--- src/rtl/uart_core_if.sv ---
// uart_core_if -- parallel-side handshake bundle of the UART core.
//
// Signals
//   tx_data/tx_valid/tx_ready : byte stream into the transmitter (valid/ready)
//   rx_data/rx_valid/rx_ready : byte stream out of the receiver (valid/ready)
//   rx_frame_err              : one-clk pulse, bad stop bit
//   rx_parity_err             : one-clk pulse, parity mismatch on a good stop
//   rx_overrun                : one-clk pulse, good byte lost because rx_valid was still set
//
// Modports
//   master : the user logic that feeds/consumes bytes
//   slave  : the UART core
interface uart_core_if #(
    parameter int DATA_BITS = 8
);
    logic [DATA_BITS-1:0] tx_data;
    logic                 tx_valid;
    logic                 tx_ready;
    logic [DATA_BITS-1:0] rx_data;
    logic                 rx_valid;
    logic                 rx_ready;
    logic                 rx_frame_err;
    logic                 rx_parity_err;
    logic                 rx_overrun;

    modport master (
        output tx_data, tx_valid, rx_ready,
        input  tx_ready, rx_data, rx_valid, rx_frame_err, rx_parity_err, rx_overrun
    );

    modport slave (
        input  tx_data, tx_valid, rx_ready,
        output tx_ready, rx_data, rx_valid, rx_frame_err, rx_parity_err, rx_overrun
    );
endinterface

--- src/rtl/uart_core.sv ---
// uart_core -- full-duplex UART with 16x oversampling receiver.
//
// Ports
//   clk : single clock, rising edge
//   rst : synchronous active-high reset
//   rx  : asynchronous serial input (idle high)
//   tx  : serial output (idle high), registered
//   bus : uart_core_if.slave -- tx_data/tx_valid/tx_ready, rx_data/rx_valid/rx_ready,
//         rx_frame_err/rx_parity_err/rx_overrun pulses; all outputs registered
//
// Parameters
//   CLK_DIV   : clk cycles per oversample tick (2..65535); one bit = 16 ticks
//   DATA_BITS : data bits per frame (5..8)
//   PARITY    : 0 none, 1 odd, 2 even
//   STOP_BITS : stop bits sent and checked (1..2)
module uart_core #(
    parameter int CLK_DIV   = 104,
    parameter int DATA_BITS = 8,
    parameter int PARITY    = 0,
    parameter int STOP_BITS = 1
) (
    input  logic       clk,
    input  logic       rst,
    input  logic       rx,
    output logic       tx,
    uart_core_if.slave bus
);

    localparam logic [15:0] DIV_LAST  = 16'(CLK_DIV - 32'sd1);
    localparam logic [2:0]  LAST_BIT  = 3'(DATA_BITS - 32'sd1);
    localparam logic        LAST_STOP = 1'(STOP_BITS - 32'sd1);
    localparam bit          PAR_EN    = (PARITY != 32'sd0);
    localparam bit          PAR_ODD   = (PARITY == 32'sd1);

    // Parity bit that accompanies a data word for the configured mode.
    function automatic logic parity_bit(input logic [DATA_BITS-1:0] data);
        return PAR_ODD ? ~(^data) : (^data);
    endfunction

    typedef enum logic [2:0] {
        TX_IDLE   = 3'd0,
        TX_START  = 3'd1,
        TX_DATA   = 3'd2,
        TX_PARITY = 3'd3,
        TX_STOP   = 3'd4
    } tx_state_t;

    typedef enum logic [2:0] {
        RX_IDLE      = 3'd0,
        RX_START     = 3'd1,
        RX_DATA      = 3'd2,
        RX_PARITY    = 3'd3,
        RX_STOP      = 3'd4,
        RX_WAIT_HIGH = 3'd5
    } rx_state_t;

    logic [15:0]          presc_r;
    logic                 tick_s;
    logic                 rx_meta_r;
    logic                 rx_sync_r;

    tx_state_t            tx_state_r;
    logic [3:0]           tx_cnt_r;
    logic [2:0]           tx_bit_r;
    logic                 tx_stop_r;
    logic [DATA_BITS-1:0] tx_shift_r;
    logic                 tx_par_r;
    logic                 tx_started_r;
    logic                 tx_r;
    logic                 tx_ready_r;

    rx_state_t            rx_state_r;
    logic [3:0]           rx_cnt_r;
    logic [2:0]           rx_bit_r;
    logic                 rx_stop_r;
    logic [DATA_BITS-1:0] rx_shift_r;
    logic                 rx_par_bad_r;
    logic [DATA_BITS-1:0] rx_data_r;
    logic                 rx_valid_r;
    logic                 frame_err_r;
    logic                 parity_err_r;
    logic                 overrun_r;

    // Free-running prescaler; the tick is the last count of each period.
    always_ff @(posedge clk) begin
        if (rst) begin
            presc_r <= 16'd0;
        end else if (presc_r == DIV_LAST) begin
            presc_r <= 16'd0;
        end else begin
            presc_r <= presc_r + 16'd1;
        end
    end

    assign tick_s = (presc_r == DIV_LAST);

    // Two-flop synchronizer for the asynchronous rx line, idling high.
    always_ff @(posedge clk) begin
        if (rst) begin
            rx_meta_r <= 1'b1;
            rx_sync_r <= 1'b1;
        end else begin
            rx_meta_r <= rx;
            rx_sync_r <= rx_meta_r;
        end
    end

    // Transmitter FSM. The byte and its parity are captured at acceptance so
    // later tx_data changes cannot disturb the frame. The start bit waits for
    // the next tick so every bit lasts exactly 16 ticks.
    always_ff @(posedge clk) begin
        if (rst) begin
            tx_state_r   <= TX_IDLE;
            tx_cnt_r     <= 4'd0;
            tx_bit_r     <= 3'd0;
            tx_stop_r    <= 1'b0;
            tx_shift_r   <= '0;
            tx_par_r     <= 1'b0;
            tx_started_r <= 1'b0;
            tx_r         <= 1'b1;
            tx_ready_r   <= 1'b0;
        end else begin
            case (tx_state_r)
                TX_IDLE: begin
                    if (bus.tx_valid && tx_ready_r) begin
                        tx_shift_r   <= bus.tx_data;
                        tx_par_r     <= parity_bit(bus.tx_data);
                        tx_ready_r   <= 1'b0;
                        tx_started_r <= 1'b0;
                        tx_state_r   <= TX_START;
                    end else begin
                        tx_ready_r <= 1'b1;
                    end
                end
                TX_START: begin
                    if (tick_s) begin
                        if (!tx_started_r) begin
                            tx_r         <= 1'b0;
                            tx_started_r <= 1'b1;
                            tx_cnt_r     <= 4'd0;
                        end else if (tx_cnt_r == 4'd15) begin
                            tx_cnt_r   <= 4'd0;
                            tx_r       <= tx_shift_r[0];
                            tx_shift_r <= {1'b0, tx_shift_r[DATA_BITS-1:1]};
                            tx_bit_r   <= 3'd0;
                            tx_state_r <= TX_DATA;
                        end else begin
                            tx_cnt_r <= tx_cnt_r + 4'd1;
                        end
                    end
                end
                TX_DATA: begin
                    if (tick_s) begin
                        if (tx_cnt_r == 4'd15) begin
                            tx_cnt_r <= 4'd0;
                            if (tx_bit_r == LAST_BIT) begin
                                if (PAR_EN) begin
                                    tx_r       <= tx_par_r;
                                    tx_state_r <= TX_PARITY;
                                end else begin
                                    tx_r       <= 1'b1;
                                    tx_stop_r  <= 1'b0;
                                    tx_state_r <= TX_STOP;
                                end
                            end else begin
                                tx_r       <= tx_shift_r[0];
                                tx_shift_r <= {1'b0, tx_shift_r[DATA_BITS-1:1]};
                                tx_bit_r   <= tx_bit_r + 3'd1;
                            end
                        end else begin
                            tx_cnt_r <= tx_cnt_r + 4'd1;
                        end
                    end
                end
                TX_PARITY: begin
                    if (tick_s) begin
                        if (tx_cnt_r == 4'd15) begin
                            tx_cnt_r   <= 4'd0;
                            tx_r       <= 1'b1;
                            tx_stop_r  <= 1'b0;
                            tx_state_r <= TX_STOP;
                        end else begin
                            tx_cnt_r <= tx_cnt_r + 4'd1;
                        end
                    end
                end
                TX_STOP: begin
                    if (tick_s) begin
                        if (tx_cnt_r == 4'd15) begin
                            tx_cnt_r <= 4'd0;
                            if (tx_stop_r == LAST_STOP) begin
                                tx_ready_r <= 1'b1;
                                tx_state_r <= TX_IDLE;
                            end else begin
                                tx_stop_r <= 1'b1;
                            end
                        end else begin
                            tx_cnt_r <= tx_cnt_r + 4'd1;
                        end
                    end
                end
                default: begin
                    tx_r       <= 1'b1;
                    tx_ready_r <= 1'b0;
                    tx_state_r <= TX_IDLE;
                end
            endcase
        end
    end

    // Receiver FSM plus output register. A consume (rx_valid && rx_ready) on
    // the same clk as a frame completion frees the slot, so that frame loads
    // instead of overrunning; the later non-blocking write wins.
    always_ff @(posedge clk) begin
        if (rst) begin
            rx_state_r   <= RX_IDLE;
            rx_cnt_r     <= 4'd0;
            rx_bit_r     <= 3'd0;
            rx_stop_r    <= 1'b0;
            rx_shift_r   <= '0;
            rx_par_bad_r <= 1'b0;
            rx_data_r    <= '0;
            rx_valid_r   <= 1'b0;
            frame_err_r  <= 1'b0;
            parity_err_r <= 1'b0;
            overrun_r    <= 1'b0;
        end else begin
            frame_err_r  <= 1'b0;
            parity_err_r <= 1'b0;
            overrun_r    <= 1'b0;
            if (rx_valid_r && bus.rx_ready) begin
                rx_valid_r <= 1'b0;
            end
            if (tick_s) begin
                case (rx_state_r)
                    RX_IDLE: begin
                        if (!rx_sync_r) begin
                            rx_cnt_r   <= 4'd0;
                            rx_state_r <= RX_START;
                        end
                    end
                    RX_START: begin
                        // Half a bit in: still low means a real start bit.
                        if (rx_cnt_r == 4'd7) begin
                            rx_cnt_r <= 4'd0;
                            if (rx_sync_r) begin
                                rx_state_r <= RX_IDLE;
                            end else begin
                                rx_bit_r     <= 3'd0;
                                rx_par_bad_r <= 1'b0;
                                rx_state_r   <= RX_DATA;
                            end
                        end else begin
                            rx_cnt_r <= rx_cnt_r + 4'd1;
                        end
                    end
                    RX_DATA: begin
                        if (rx_cnt_r == 4'd15) begin
                            rx_cnt_r   <= 4'd0;
                            rx_shift_r <= {rx_sync_r, rx_shift_r[DATA_BITS-1:1]};
                            if (rx_bit_r == LAST_BIT) begin
                                rx_stop_r  <= 1'b0;
                                rx_state_r <= PAR_EN ? RX_PARITY : RX_STOP;
                            end else begin
                                rx_bit_r <= rx_bit_r + 3'd1;
                            end
                        end else begin
                            rx_cnt_r <= rx_cnt_r + 4'd1;
                        end
                    end
                    RX_PARITY: begin
                        if (rx_cnt_r == 4'd15) begin
                            rx_cnt_r     <= 4'd0;
                            rx_par_bad_r <= (rx_sync_r != parity_bit(rx_shift_r));
                            rx_state_r   <= RX_STOP;
                        end else begin
                            rx_cnt_r <= rx_cnt_r + 4'd1;
                        end
                    end
                    RX_STOP: begin
                        if (rx_cnt_r == 4'd15) begin
                            rx_cnt_r <= 4'd0;
                            if (!rx_sync_r) begin
                                frame_err_r <= 1'b1;
                                rx_state_r  <= RX_WAIT_HIGH;
                            end else if (rx_stop_r != LAST_STOP) begin
                                rx_stop_r <= 1'b1;
                            end else begin
                                rx_state_r <= RX_IDLE;
                                if (rx_par_bad_r) begin
                                    parity_err_r <= 1'b1;
                                end else if (!rx_valid_r || bus.rx_ready) begin
                                    rx_data_r  <= rx_shift_r;
                                    rx_valid_r <= 1'b1;
                                end else begin
                                    overrun_r <= 1'b1;
                                end
                            end
                        end else begin
                            rx_cnt_r <= rx_cnt_r + 4'd1;
                        end
                    end
                    RX_WAIT_HIGH: begin
                        // A line stuck low after a framing error must not
                        // look like a fresh start bit.
                        if (rx_sync_r) begin
                            rx_state_r <= RX_IDLE;
                        end
                    end
                    default: begin
                        rx_state_r <= RX_IDLE;
                    end
                endcase
            end
        end
    end

    assign tx                = tx_r;
    assign bus.tx_ready      = tx_ready_r;
    assign bus.rx_data       = rx_data_r;
    assign bus.rx_valid      = rx_valid_r;
    assign bus.rx_frame_err  = frame_err_r;
    assign bus.rx_parity_err = parity_err_r;
    assign bus.rx_overrun    = overrun_r;

endmodule

--- src/flat_wrapper.sv ---
// flat-port wrapper written by rule: the top's interface ports become plain ports
module uart_core_flat 
#(
    parameter int CLK_DIV   = 104,
    parameter int DATA_BITS = 8,
    parameter int PARITY    = 0,
    parameter int STOP_BITS = 1
)
  (clk, rst, rx, tx, bus_tx_data, bus_tx_valid, bus_rx_ready, bus_tx_ready, bus_rx_data, bus_rx_valid, bus_rx_frame_err, bus_rx_parity_err, bus_rx_overrun);
  uart_core_if #(.DATA_BITS(DATA_BITS)) bus_i ();
  input  logic clk;
  input  logic rst;
  input  logic rx;
  output logic tx;
  input wire logic [$bits(bus_i.tx_data)-1:0] bus_tx_data;
  input wire logic [$bits(bus_i.tx_valid)-1:0] bus_tx_valid;
  input wire logic [$bits(bus_i.rx_ready)-1:0] bus_rx_ready;
  output wire logic [$bits(bus_i.tx_ready)-1:0] bus_tx_ready;
  output wire logic [$bits(bus_i.rx_data)-1:0] bus_rx_data;
  output wire logic [$bits(bus_i.rx_valid)-1:0] bus_rx_valid;
  output wire logic [$bits(bus_i.rx_frame_err)-1:0] bus_rx_frame_err;
  output wire logic [$bits(bus_i.rx_parity_err)-1:0] bus_rx_parity_err;
  output wire logic [$bits(bus_i.rx_overrun)-1:0] bus_rx_overrun;
  assign bus_i.tx_data = bus_tx_data;
  assign bus_i.tx_valid = bus_tx_valid;
  assign bus_i.rx_ready = bus_rx_ready;
  assign bus_tx_ready = bus_i.tx_ready;
  assign bus_rx_data = bus_i.rx_data;
  assign bus_rx_valid = bus_i.rx_valid;
  assign bus_rx_frame_err = bus_i.rx_frame_err;
  assign bus_rx_parity_err = bus_i.rx_parity_err;
  assign bus_rx_overrun = bus_i.rx_overrun;
  uart_core #(.CLK_DIV(CLK_DIV), .DATA_BITS(DATA_BITS), .PARITY(PARITY), .STOP_BITS(STOP_BITS)) u_core (.clk(clk), .rst(rst), .rx(rx), .tx(tx), .bus(bus_i));
endmodule
--- config.mk ---
export PLATFORM = sky130hd
export DESIGN_NAME = uart_core_flat
export DESIGN_NICKNAME = d
export VERILOG_FILES = /design/src/rtl/uart_core_if.sv /design/src/rtl/uart_core.sv /design/src/flat_wrapper.sv
export SDC_FILE = /design/constraint.sdc
export NUM_CORES = 1
export LEC_CHECK = 0
export ABC_AREA = 1
export CORE_MARGIN = 10
export CORE_UTILIZATION = 30
export CTS_BUF_LIST = sky130_fd_sc_hd__clkbuf_8
export DETAILED_ROUTE_END_ITERATION = 6
export PLACE_DENSITY = 0.54
export SYNTH_ARGS = -nofsm -noshare
export SYNTH_HDL_FRONTEND = slang
export SYNTH_SLANG_ARGS = --single-unit
--- constraint.sdc ---
create_clock -name clk -period 2.3 [get_ports clk]
set_clock_uncertainty 0.1 [all_clocks]
set_input_delay 0.46 -clock clk [delete_from_list [all_inputs] [get_ports clk]]
set_output_delay 0.46 -clock clk [all_outputs]
set_load 0.005 [all_outputs]
* Yosys cells after proc, flatten, opt, wreduce, memory -nomap -nowiden
Index checks and enable logic that the tools add are counted.
** Cells by class
- Eq/ne operators :: 42
- Bitwise operators :: 8
- Reduce and logical (&&, ||, !) cells :: 39
- $add $sub $neg :: 5
- Mux-type cells :: 100
** Operators by type and width (number)
- $mux W3 :: 31
- $mux W8 :: 7
- $mux W1 :: 41
- $ne A2 B1 Y1 const B :: 19
- $mux W4 :: 7
- $pmux W8 S3 :: 1
- $reduce_and A7 Y1 :: 3
- $pmux W3 S6 :: 1
- $add A16 B1 Y16 const B :: 1
- $eq A16 B7 Y1 const B :: 1
- $reduce_and A8 Y1 :: 2
- $eq A3 B3 Y1 const B :: 5
- $pmux W3 S5 :: 1
- $eq A3 B2 Y1 const B :: 4
- $pmux W3 S2 :: 2
- $pmux W4 S3 :: 1
- $reduce_and A12 Y1 :: 1
- $reduce_and A3 Y1 :: 4
- $reduce_and A6 Y1 :: 2
- $reduce_bool A2 Y1 :: 6
- $ne A2 B2 Y1 const B :: 5
- $reduce_and A9 Y1 :: 1
- $reduce_bool A3 Y1 :: 3
- $reduce_or A3 Y1 :: 3
- other kinds (24) :: 42
** Word-level totals
- Input bits :: 13
- Output and inout port bits :: 14
- Bits in registers :: 72
- Word-level logic and storage cells :: 216

* Logic depth before layout (Yosys ltp)
- Word-level depth :: 9
- Gate-level depth with buffers :: 13
- Depth with buffers taken out :: 13

* Worst setup path before layout
Ideal clock, no wire load.
- Path kind :: flip-flop to flip-flop
- Start :: register u_core.presc_r[0]
- End :: register u_core.tx_started_r
- Library setup time :: 118 ps
- Required time :: 2082 ps
- Buffers on the path :: 1
- Stages on the path, launching flop included :: 12
- Setup slack :: 654 ps
- Period minus slack after synthesis :: 1646 ps
- Data arrival time :: 1428 ps
- Path through :: dfxtp_1 -> ha_1 -> nand2_2 -> clkinv_2 -> nand2_4 -> nor2_8 -> nand2_4 -> nand2_4 -> buf_6 -> nand3_1 -> o21ai_1 -> a21oi_1
** Between the ends
- Cells in the longest elaborated chain, start to end :: 3
** Ends and longest elaborated chain
- start, declared :: RTL line uart_core.sv:57 : logic [15:0] presc_r;
- start signal, assigned :: RTL line uart_core.sv:91 : presc_r <= presc_r + 16'd1;
- $eq A16 B7 Y1 :: RTL line uart_core.sv:95 : assign tick_s = (presc_r == DIV_LAST);
- $ne A2 B1 Y1 (no source line)
- $reduce_and A3 Y1 (no source line)
- end signal, assigned :: RTL line uart_core.sv:119 : tx_started_r <= 1'b0;
- end signal, assigned :: RTL line uart_core.sv:129 : tx_started_r <= 1'b0;
- end signal, assigned :: RTL line uart_core.sv:139 : tx_started_r <= 1'b1;
- end, declared :: RTL line uart_core.sv:68 : logic tx_started_r;
Every way passes these cells.
A chain may end at the register's enable or synchronous reset.

* Final worst setup path
- Start :: register u_core.presc_r[0]
- End :: register u_core.presc_r[14]
** Between the ends
- Cells in the longest elaborated chain, start to end :: 2
- Elaborated cells between the ends (all ways) :: 3
- Those cells by class :: 1 x add/sub; 1 x eq/ne; 1 x reduce/logical
** Ends and longest elaborated chain
- branches (longest 2 deep; another with $add A16 B1 Y16)
Parallel ways; which one is timed is not known.

==> results.yml <==
route:
  first_pass_iters: 4
  wl_met1_mm: 4.47
  highest_layer: "met4"
  drtAntennaViolNets: 0
  first_iter_violations: 250
  drt-total-wl_mm: 9.05
  avgViaCountPerCell: 4.55
  met2_length_mm: 4.06
  drc: 0
  wl_met3_um: 311
  num_vias: 3537
  wire_per_inst_um: 11.6
clock_network:
  htree_levels: 3
  cts_buffers: 9
  clkTransAtPathRegs_ns: 0.08
  cts_tree: "built"
  cts_num_sinks: 70
  clockRootBuffer: "clkbuf_8"
  clk_latency_ns: 0.36
  post_cts_buffers: 0
  clock_path_buffers: 2
  ctsResizeCount: 0
  cts-hold-fix-buffers: 0
placed_design:
  port_buffers: 26
  placed_area_um2: 4330
  dp_hpwl_mm: 6.57
  dp.cells: 762
  place_congestion: 0.868
layout:
  layout.nets: 621
  final_area_um2: 4530
  final_cell_count_no_fill: 778
  num_antenna_cells: 0
  area_growth_pct: 16.3
  drive_gt1_share_pct: 11.4
global_routing:
  grt.total_usage_pct: 10.5
  antenna_found_initial: 0
  grt_pass1_vias: 3392
  grt_max_degree: 33
  grt_overflow: 0
  grt_pass1_wl_mm: 15.7
setup_path:
  critPathMaxFanout: 4
  cp_num_buf_inv: 1
  crit_path_top_delay_cell: "dfxtp_1"
  cp.arrival_ns: 2.09
  cp-start-kind: "flop"
  required_ns: 2.48
  crit_family: "simple AND/OR/NAND/NOR gates"
  worstSetupPathType: "flop to flop"
  cp_cell_sequence: "ha_1, nand2_2, nor2_1, nand4_1, nor2_1, inv_1, o21ai_1, nor3b_1"
  cp-end-kind: "flop"
  max_stage_delay_ns: 0.35
  path_common_cell: "nor2_1"
die:
  die_y_um: 134
  die-area_um2: 18000
  row_count: 41
  die_w_um: 134
  start_util_pct: 30.8
  pin_count: 27
  core_um2: 12700
pwr:
  p_per_area_nw_per_um2: 737
  p_leak_nw: 1.97
  irDropWorstVdd_uv: 293
  total_power_mw: 3.34
logic_synthesis:
  synth_cells: 570
  synth_top_flop_cell: "dfxtp_1"
  synth_fa_ha_area_share_pct: 2.25
  yosysTopAreaCellShare_pct: 36.0
  synth_xor_area_share_pct: 1.35
  synth_area_um2: 3900
  ys_async_sr_fraction_pct: 0
  synthMostInstantiatedCell: "nand2_1"
  yosysSeqAreaShare_pct: 36.0
  avgSynthCellArea_um2: 6.84
  ys_warn_count: 0
  ys_ff_latch: 70
  synth-simple-area-share_pct: 39.6
  synth_common_cells: "148 x nand2_1, 77 x nor2_1, 70 x dfxtp_1, 66 x inv_1, 47 x a21oi_1"
  synth-edff-count: 0
  syn_nets: 590
  synth.distinct_cells: 41
  muxShareOfSynthArea_pct: 0
  synth_compound_area_share_pct: 11.3
  yosysTopAreaCell: "dfxtp_1"
  synth_top_family_by_area: "simple AND/OR/NAND/NOR gates"
  synth_area_leaders: "dfxtp_1 36%, nand2_1 14%, nor2_1 7.4%"
run:
  drv_cap: 0
timing:
  drv_slew: 0
  hold_viol: 0
  slew-limit-headroom_pct: 65.8
  tns_ns: 0
  fmax_mhz: 522
  period_share_pct: 83.3
  report.final.setup_viol: 0
  rsz0062_at_grt: "no"
  period_needed_ns: 1.92
  tightest_slew_ns: 0.512
  holdWs_ns: 0.310
worst_hold_path:
  hp-class: "flop to flop"
status:
  status: "finished, final reports clean"
-- cells in the final DEF (no fill, tap or decap), types with 2 or more instances in the layout --
cell type | netlist | final
nand3_4 | 3 | 3
nor2_1 | 77 | 77
o21ai_0 | 19 | 19
nand4_1 | 19 | 19
nand2_2 | 6 | 6
o21a_1 | 2 | 2
ha_1 | 7 | 7
buf_4 | 0 | 6
a21oi_1 | 47 | 47
nor2_4 | 5 | 5
nand2_1 | 148 | 148
nor2_8 | 2 | 2
nand3_2 | 4 | 4
a21oi_2 | 2 | 2
clkdlybuf4s50_1 | 0 | 26
inv_1 | 66 | 68
inv_2 | 7 | 7
clkinv_2 | 1 | 2
clkbuf_8 | 0 | 11
o21ai_1 | 8 | 8
xor2_1 | 6 | 6
or2_2 | 3 | 3
nor2_2 | 4 | 4
nor3_1 | 6 | 6
dfxtp_1 | 70 | 70
nand2_4 | 7 | 7
nand3_1 | 27 | 27
-- power by group --
part	internal, mW	switching, mW
registers	1.33	0.0960
logic	0.322	0.551
clock network	0.551	0.491
total	2.20	1.14
-- metal layers --
metal / global-route usage (%) / vias to the layer above
met5: 0 / -
met4: 5.80 / 0
met3: 2.05 / 16
met2: 16.7 / 57
met1: 13.1 / 1580
li1: - / 1884
-- sequential cells by signal (all words and copies together) (netlist names) --
name	cells
u_core.presc_r	16
u_core.bus.rx_data	8
u_core.tx_started_r	1
u_core.tx_cnt_r	4
u_core.tx_shift_r	8
u_core.rx_state_r	3
u_core.rx_cnt_r	4
u_core.rx_meta_r	1
u_core.bus.tx_ready	1
u_core.bus.rx_overrun	1
u_core.tx	1
u_core.rx_bit_r	3
u_core.bus.rx_valid	1
u_core.bus.rx_parity_err	1
u_core.rx_shift_r	8
u_core.bus.rx_frame_err	1
u_core.tx_bit_r	3
u_core.tx_state_r	3
u_core.rx_sync_r	1
u_core.rx_par_bad_r	1
-- worst paths after layout --
path,start,end,slack [ns],depth (start not counted)
max,u_core.presc_r[0],u_core.presc_r[14],0.38,8
min,u_core.rx_meta_r,u_core.rx_sync_r,0.31,1
max reg2reg,u_core.presc_r[0],u_core.presc_r[14],0.38,8
min reg2reg,u_core.rx_meta_r,u_core.rx_sync_r,0.31,1
-- metrics by stage --
stage	util (%)	setup slack (ns)
after floorplan	-	0.654
after global placement	34.2	0.247
after detailed placement	34.2	0.321
after CTS	35.8	0.368
after global routing	35.8	0.201
final	35.8	0.384
-- cells by family after synthesis --
| family | count (synthesis) |
|---|---|
| xor+xnor | 6 |
| flops | 70 |
| fa+ha+maj | 7 |
| buf+inv | 87 |
| compound gates | 83 |
| simple gates | 317 |
-- cell type report --
cell class                 count  area (um2)
clock inverter                 5        50.0
timing repair buffer          32         305
tap                          172         215
multi-input combinational    413        2130
sequential                    70        1400
clock buffer                  11         151
inverter                      75         285
fill                        1372        8140
-- worst reg2reg max path: stages, from the launching register on --
cell	delay, ns
dfxtp_1	0.35
ha_1	0.23
nand2_2	0.09
nor2_1	0.28
nand4_1	0.20
nor2_1	0.18
inv_1	0.09
o21ai_1	0.12
nor3b_1	0.18
No activity file was read; power rests on OpenSTA's default activity.
